===== src/rtl/spi_byte_shifter_pkg.sv =====
// -----------------------------------------------------------------------------
// spi_byte_shifter_pkg
// Shared definitions for the SPI byte shifter: FSM state encoding, the SPI mode
// this engine implements and the default transfer geometry.
// No ports (package).
// -----------------------------------------------------------------------------
package spi_byte_shifter_pkg;

   // FSM states of the bit engine.
   typedef enum logic [1:0] {
      SH_IDLE = 2'd0,
      SH_LOW  = 2'd1,
      SH_HIGH = 2'd2,
      SH_DONE = 2'd3
   } shift_state_t;

   // {CPOL, CPHA}: clock idles low, data sampled on the rising edge.
   localparam logic [1:0] SPI_MODE0 = 2'b00;

   localparam int DEF_DATA_WIDTH = 8;
   localparam int DEF_HALF_DIV   = 6;

endpackage


===== src/rtl/spi_byte_shifter_if.sv =====
// -----------------------------------------------------------------------------
// spi_byte_shifter_if
// Per-byte handshake between the transaction controller (master) and the
// bit-level shifter (slave).
//   tx_en      controller -> shifter  active-low byte request (level)
//   tx_byte    controller -> shifter  byte to send, latched when a byte starts
//   byte_done  shifter -> controller  completion pulse; controller acts on its fall
//   rx_byte    shifter -> controller  last completed received byte
//   busy       shifter -> controller  high while a byte is in flight
// Handshake: the shifter looks at tx_en only while idle; a request seen low
// there is accepted on that clock edge and the byte always runs to completion.
// -----------------------------------------------------------------------------
interface spi_byte_shifter_if #(
   parameter int DATA_WIDTH = 8
);
   logic                  tx_en;
   logic [DATA_WIDTH-1:0] tx_byte;
   logic                  byte_done;
   logic [DATA_WIDTH-1:0] rx_byte;
   logic                  busy;

   modport master (
      output tx_en,
      output tx_byte,
      input  byte_done,
      input  rx_byte,
      input  busy
   );

   modport slave (
      input  tx_en,
      input  tx_byte,
      output byte_done,
      output rx_byte,
      output busy
   );
endinterface


===== src/rtl/spi_byte_shifter_half_timer.sv =====
// -----------------------------------------------------------------------------
// spi_byte_shifter_half_timer
// Half-period divider for the SPI clock. Counts 0..HALF_DIV-1 and flags the
// terminal count; wraps to zero on the terminal count and on clear.
//   sysClk  in   system clock
//   reset   in   synchronous, active-low
//   clr_i   in   synchronous clear (held while the shifter is idle)
//   tc_o    out  high during the last cycle of a half-period
// -----------------------------------------------------------------------------
module spi_byte_shifter_half_timer #(
   parameter int HALF_DIV = 6
) (
   input  logic sysClk,
   input  logic reset,
   input  logic clr_i,
   output logic tc_o
);

   localparam int DIV_W = (HALF_DIV > 1) ? $clog2(HALF_DIV) : 1;
   localparam logic [DIV_W-1:0] DIV_LAST = DIV_W'(HALF_DIV - 1);

   logic [DIV_W-1:0] div_cnt_q;
   logic [DIV_W-1:0] div_cnt_d;

   assign tc_o = (div_cnt_q == DIV_LAST);

   always_comb begin
      div_cnt_d = div_cnt_q + DIV_W'(1);
      if (clr_i || tc_o) begin
         div_cnt_d = '0;
      end
   end

   always_ff @(posedge sysClk) begin
      if (!reset) begin
         div_cnt_q <= '0;
      end else begin
         div_cnt_q <= div_cnt_d;
      end
   end

endmodule


===== src/rtl/spi_byte_shifter.sv =====
// -----------------------------------------------------------------------------
// spi_byte_shifter
// SPI mode-0 bit engine. Sends one DATA_WIDTH byte MSB-first on mosi while
// capturing one byte from miso, generating its own gated SPI clock from sysClk.
//   sysClk   in   system clock, rising edge
//   reset    in   synchronous, active-low
//   miso     in   serial data from slave, sampled on spiClk rise
//   spiClk   out  gated SPI clock, low whenever not shifting
//   mosi     out  serial data to slave, MSB first
//   state_o  out  current FSM state (shift_state_t encoding), for observation
//   bus      slave side of the controller handshake (tx_en, tx_byte,
//            byte_done, rx_byte, busy)
// Every output is driven straight from a register.
// -----------------------------------------------------------------------------
module spi_byte_shifter
   import spi_byte_shifter_pkg::*;
#(
   parameter int DATA_WIDTH = DEF_DATA_WIDTH,
   parameter int HALF_DIV   = DEF_HALF_DIV
) (
   input  logic                   sysClk,
   input  logic                   reset,
   input  logic                   miso,
   output logic                   spiClk,
   output logic                   mosi,
   output logic [1:0]             state_o,
   spi_byte_shifter_if.slave      bus
);

   localparam logic [1:0] IDLE = SH_IDLE;
   localparam logic [1:0] LOW  = SH_LOW;
   localparam logic [1:0] HIGH = SH_HIGH;
   localparam logic [1:0] DONE = SH_DONE;

   localparam int BIT_W = $clog2(DATA_WIDTH);
   localparam logic [BIT_W-1:0] BIT_LAST = BIT_W'(DATA_WIDTH - 1);

   logic [1:0]            state_q,   state_d;
   logic [DATA_WIDTH-1:0] tx_sr_q,   tx_sr_d;
   logic [DATA_WIDTH-1:0] rx_sr_q,   rx_sr_d;
   logic [DATA_WIDTH-1:0] rx_byte_q, rx_byte_d;
   logic [BIT_W-1:0]      bit_cnt_q, bit_cnt_d;
   logic                  spi_clk_q, spi_clk_d;
   logic                  mosi_q,    mosi_d;
   logic                  done_q,    done_d;
   logic                  busy_q;
   logic                  half_tc;

   // One timer serves LOW, HIGH and DONE: it is held at zero while idle, so
   // every non-idle state starts a fresh half-period, and it self-wraps on
   // each terminal count as the FSM moves on.
   spi_byte_shifter_half_timer #(
      .HALF_DIV (HALF_DIV)
   ) u_half_timer (
      .sysClk (sysClk),
      .reset  (reset),
      .clr_i  (state_q == IDLE),
      .tc_o   (half_tc)
   );

   always_comb begin
      state_d   = state_q;
      tx_sr_d   = tx_sr_q;
      rx_sr_d   = rx_sr_q;
      rx_byte_d = rx_byte_q;
      bit_cnt_d = bit_cnt_q;
      spi_clk_d = spi_clk_q;
      mosi_d    = mosi_q;
      done_d    = done_q;

      case (state_q)
         IDLE: begin
            spi_clk_d = 1'b0;
            mosi_d    = 1'b0;
            done_d    = 1'b0;
            if (!bus.tx_en) begin
               tx_sr_d   = bus.tx_byte;
               mosi_d    = bus.tx_byte[DATA_WIDTH-1];
               bit_cnt_d = '0;
               state_d   = LOW;
            end
         end

         LOW: begin
            if (half_tc) begin
               spi_clk_d = 1'b1;
               rx_sr_d   = {rx_sr_q[DATA_WIDTH-2:0], miso};
               state_d   = HIGH;
            end
         end

         HIGH: begin
            if (half_tc) begin
               spi_clk_d = 1'b0;
               if (bit_cnt_q == BIT_LAST) begin
                  // rx_sr already holds all bits: the last one was taken at
                  // the rising edge that opened this half-period.
                  rx_byte_d = rx_sr_q;
                  done_d    = 1'b1;
                  state_d   = DONE;
               end else begin
                  tx_sr_d   = tx_sr_q << 1;
                  mosi_d    = tx_sr_d[DATA_WIDTH-1];
                  bit_cnt_d = bit_cnt_q + BIT_W'(1);
                  state_d   = LOW;
               end
            end
         end

         DONE: begin
            // mosi keeps the last bit until the pulse ends.
            if (half_tc) begin
               done_d  = 1'b0;
               mosi_d  = 1'b0;
               state_d = IDLE;
            end
         end

         default: begin
            state_d   = IDLE;
            spi_clk_d = 1'b0;
            mosi_d    = 1'b0;
            done_d    = 1'b0;
         end
      endcase
   end

   always_ff @(posedge sysClk) begin
      if (!reset) begin
         state_q   <= IDLE;
         tx_sr_q   <= '0;
         rx_sr_q   <= '0;
         rx_byte_q <= '0;
         bit_cnt_q <= '0;
         spi_clk_q <= 1'b0;
         mosi_q    <= 1'b0;
         done_q    <= 1'b0;
         busy_q    <= 1'b0;
      end else begin
         state_q   <= state_d;
         tx_sr_q   <= tx_sr_d;
         rx_sr_q   <= rx_sr_d;
         rx_byte_q <= rx_byte_d;
         bit_cnt_q <= bit_cnt_d;
         spi_clk_q <= spi_clk_d;
         mosi_q    <= mosi_d;
         done_q    <= done_d;
         busy_q    <= (state_d != IDLE);
      end
   end

   assign spiClk        = spi_clk_q;
   assign mosi          = mosi_q;
   assign state_o       = state_q;
   assign bus.byte_done = done_q;
   assign bus.rx_byte   = rx_byte_q;
   assign bus.busy      = busy_q;

endmodule


===== src/flat_wrapper.sv =====
// flat-port wrapper written by rule: the top's interface ports become plain ports
module spi_byte_shifter_flat import spi_byte_shifter_pkg::*;
#(
   parameter int DATA_WIDTH = DEF_DATA_WIDTH,
   parameter int HALF_DIV   = DEF_HALF_DIV
)
  (sysClk, reset, miso, spiClk, mosi, state_o, bus_tx_en, bus_tx_byte, bus_byte_done, bus_rx_byte, bus_busy);
  spi_byte_shifter_if #(.DATA_WIDTH(DATA_WIDTH)) bus_i ();
  input  logic sysClk;
  input  logic reset;
  input  logic miso;
  output logic spiClk;
  output logic mosi;
  output logic [1:0] state_o;
  input wire logic [$bits(bus_i.tx_en)-1:0] bus_tx_en;
  input wire logic [$bits(bus_i.tx_byte)-1:0] bus_tx_byte;
  output wire logic [$bits(bus_i.byte_done)-1:0] bus_byte_done;
  output wire logic [$bits(bus_i.rx_byte)-1:0] bus_rx_byte;
  output wire logic [$bits(bus_i.busy)-1:0] bus_busy;
  assign bus_i.tx_en = bus_tx_en;
  assign bus_i.tx_byte = bus_tx_byte;
  assign bus_byte_done = bus_i.byte_done;
  assign bus_rx_byte = bus_i.rx_byte;
  assign bus_busy = bus_i.busy;
  spi_byte_shifter #(.DATA_WIDTH(DATA_WIDTH), .HALF_DIV(HALF_DIV)) u_core (.sysClk(sysClk), .reset(reset), .miso(miso), .spiClk(spiClk), .mosi(mosi), .state_o(state_o), .bus(bus_i));
endmodule

===== config.mk =====
export PLATFORM = sky130hd
export DESIGN_NAME = spi_byte_shifter_flat
export DESIGN_NICKNAME = d
export VERILOG_FILES = /design/src/rtl/spi_byte_shifter_pkg.sv /design/src/rtl/spi_byte_shifter_if.sv /design/src/rtl/spi_byte_shifter_half_timer.sv /design/src/rtl/spi_byte_shifter.sv /design/src/flat_wrapper.sv
export SDC_FILE = /design/constraint.sdc
export NUM_CORES = 1
export LEC_CHECK = 0
export ABC_AREA = 1
export BUFFER_PORTS_ARGS = -buffer_cell sky130_fd_sc_hd__buf_2
export CORE_MARGIN = 4
export CORE_UTILIZATION = 58
export CTS_CLUSTER_SIZE = 40
export DETAILED_ROUTE_END_ITERATION = 7
export PLACE_DENSITY = 0.82
export SLEW_MARGIN = 20
export SYNTH_ARGS = -nofsm -noshare
export SYNTH_HDL_FRONTEND = slang
export SYNTH_SLANG_ARGS = --single-unit

===== constraint.sdc =====
create_clock -name sysClk -period 4.58 [get_ports sysClk]
set_clock_uncertainty 0.2 [all_clocks]
set_input_delay 0.687 -clock sysClk [delete_from_list [all_inputs] [get_ports sysClk]]
set_output_delay 0.687 -clock sysClk [all_outputs]
set_load 0.005 [all_outputs]

==> impl_metrics.py <==
metrics = {
    "sta": {
        "layout_min_cycle_time_ns": 1.97,
        "setup_viol": 0,
        "whs_ns": 0.263,
        "finalCritPeriodShare_pct": 43.0,
        "tightest_slew_ns": 0.445,
        "slew_violations": 0,
        "setup_ws_ns": 2.61,
        "finalSetupTns_ns": 0,
        "finalHoldViolCount": 0,
        "rsz0062_at_grt": "no",
        "max_freq_mhz": 507,
        "slew_headroom_pct": 70.3,
    },
    "die": {
        "dieArea_mm2": 0.00350,
        "coreArea_mm2": 0.00248,
        "rows": 18,
        "die_w_um": 59.2,
        "ios": 26,
        "start_util_pct": 61.4,
        "die_height_um": 59.2,
    },
    "finish": {
        "diodes": 0,
        "drive_above_1_share_pct": 17.7,
        "final_common_cell": "nor2_1",
        "fin_nets": 258,
        "syn_to_final_growth_pct": 12.8,
        "layout_common_cells": "65 x nor2_1, 35 x dfxtp_1, 30 x nand2_1",
    },
    "synth": {
        "synth_warnings": 0,
        "synth_area_mm2": 0.00152,
        "synth_ff_type": "dfxtp_1",
        "yosysTopAreaCell": "dfxtp_1",
        "synthArstFlopShare_pct": 0,
        "yosysTopAreaCellShare_pct": 46.1,
        "ys_ff_latch": 35,
        "synth_cells": 215,
        "synth_edf_count": 0,
        "syn_avg_cell_area_um2": 7.07,
        "ys_types": 20,
        "synthTopCellsByArea": "dfxtp_1 46%, nor2_1 16%, o21ai_0 8.9%, nand2_1 7.4%, inv_1 4.9%",
        "synth_fp_nets": 231,
        "seq_area_frac_synth_pct": 46.1,
    },
    "clock_tree": {
        "clk_pin_slew_ns": 0.11,
        "cts_tree": "yes",
        "htree_levels": 2,
        "post-cts-setup-buffers": 0,
        "insertion_delay_ns": 0.34,
        "cts.sinks": 35,
        "clockBufferDepth": 2,
        "cts-root-buf": "clkbuf_4",
        "hold_buffers": 0,
        "numCtsBuffers": 5,
        "ctsResizeCount": 0,
    },
    "global_routing": {
        "grt_pass1_vias": 1236,
        "antenna_found_initial": 0,
        "overflow": 0,
        "grt_use_total_pct": 19.6,
        "grt_pass1_wl_um": 5120,
        "grt_max_degree": 30,
    },
    "setup_path": {
        "path_delay_family": "flip-flops",
        "cpPeakStageDelay_ns": 0.56,
        "crit_fanout": 10,
        "path_cells": "buf_2",
        "crit-reg2reg-launch": "u_core.bit_cnt_q[0]",
        "end_kind": "output pin",
        "worstPathArrival_ns": 1.08,
        "worst_setup_path_start_kind": "flip-flop",
        "rrSetupSlack_ns": 2.90,
        "required_ns": 3.69,
        "crit_type": "reg2out",
        "rr_worst_depth": 7,
        "critPathBufInv": 1,
        "cp_slowest_cell": "dfxtp_1",
        "r2r_end": "u_core.bus.rx_byte[1]",
    },
    "min_path": {
        "hold_class": "reg2reg",
        "hold_end": "u_core.u_half_timer.div_cnt_q[0]",
        "whs_path_depth": 1,
        "hp-start": "u_core.u_half_timer.div_cnt_q[0]",
    },
    "placed_design": {
        "pre_cts_ws_ns": 2.62,
        "portBuffers": 25,
        "hpwlAfterDp_um": 2020,
        "globalplace.congestion": 0.747,
    },
    "power_and_ir_drop": {
        "swShare_pct": 25.4,
        "p_seq_share_pct": 58.3,
        "vdd_drop_max_mv": 0.258,
        "p_per_area_mw_per_mm2": 318,
        "clockPowerShare_pct": 33.5,
        "p_comb_share_pct": 8.2,
        "leakage_nw": 0.866,
        "p_sw_mw": 0.138,
        "intPower_mw": 0.407,
    },
    "run": {
        "drv_cap": 0,
    },
    "drt": {
        "firstDrtPassIters": 4,
        "drc_errors": 0,
        "ant_nets": 0,
        "vias_per_cell": 5.12,
        "dr_total_vias": 1399,
        "wl_per_cell_um": 10.4,
        "wirelength_um": 2840,
        "dr.first_iter.drc_count": 37,
    },
    "status": {
        "outcome": "completed",
    },
}
-- state kept, by name, summed over array words and instances, names as in the netlist --
| register | cells |
|---|---|
| u_core.mosi | 1 |
| u_core.u_half_timer.div_cnt_q | 3 |
| u_core.bus.byte_done | 1 |
| u_core.tx_sr_q | 7 |
| u_core.spiClk | 1 |
| u_core.rx_sr_q | 8 |
| u_core.bus.busy | 1 |
| u_core.bit_cnt_q | 3 |
| u_core.bus.rx_byte | 8 |
| u_core.state_o | 2 |
-- per-stage QoR --
step / total power [mW] / cell area [um^2] / util, % / cells
2_1_floorplan: 0.359 / 1520 / - / 215
3_3_place_gp: 0.369 / 1650 / 66.5 / 265
3_5_place_dp: 0.370 / 1650 / 66.5 / 265
4_1_cts: 0.551 / 1720 / 69.2 / 273
5_1_grt: 0.575 / 1720 / 69.2 / 273
6_report: 0.546 / 1720 / 69.2 / 273
-- layout make-up --
| cell class | count | area (um^2) |
|---|---|---|
| Tap cell | 30 | 37.5 |
| Timing Repair Buffer | 25 | 125 |
| Fill cell | 250 | 762 |
| Sequential cell | 35 | 701 |
| Clock inverter | 2 | 16.3 |
| Multi-Input combinational cell | 152 | 698 |
| Inverter | 23 | 86.3 |
| Clock buffer | 6 | 51.3 |
-- kinds of logic (layout without fill, tap and decap cells) --
family / after synthesis / count (layout) / share of synthesized area, %
compound gates: 31 / 31 / 10.6
simple gates: 116 / 116 / 31.4
flops: 35 / 35 / 46.1
xor+xnor: 1 / 1 / 0.576
buf+inv: 28 / 56 / 7.98
fa+ha+maj: 4 / 4 / 3.29
-- how the worst max path moves through the flow --
| stage | cells after the start | endpoint | startpoint |
|---|---|---|---|
| after detailed placement | 5 | u_core.bus.busy | reset |
| final | 1 | state_o[0] | u_core.state_o[0] |
| after global placement | 5 | u_core.bus.busy | reset |
| after floorplan | 4 | u_core.bit_cnt_q[0] | reset |
| after CTS | 1 | state_o[0] | u_core.state_o[0] |
| after global routing | 1 | state_o[0] | u_core.state_o[0] |
-- per-layer routing --
metal  GRT usage, %  up-vias  part of all wire [%]
li1               -      731                     -
met5              0        -                     0
met3           6.97        8                   7.5
met4           11.0        0                   2.6
met1           24.3      610                    47
met2           29.5       50                    43
-- Yosys cell counts (2+ instances only) --
master   instances
nor2_1          65
inv_1           20
nand2_1         30
nand2_2          3
ha_1             4
nand3_1         15
inv_2            3
a21oi_1          2
dfxtp_1         35
buf_6            2
o21ai_0         27
-- power groups by stage --
stage	Combinational [mW]	Sequential, mW	Clock (mW)
after floorplan	0.0354	0.323	0
after global placement	0.0442	0.325	0
after detailed placement	0.0448	0.325	0
after CTS	0.0451	0.318	0.188
after global routing	0.0544	0.319	0.201
final	0.0449	0.318	0.183
(Power assumes the default switching activity.)
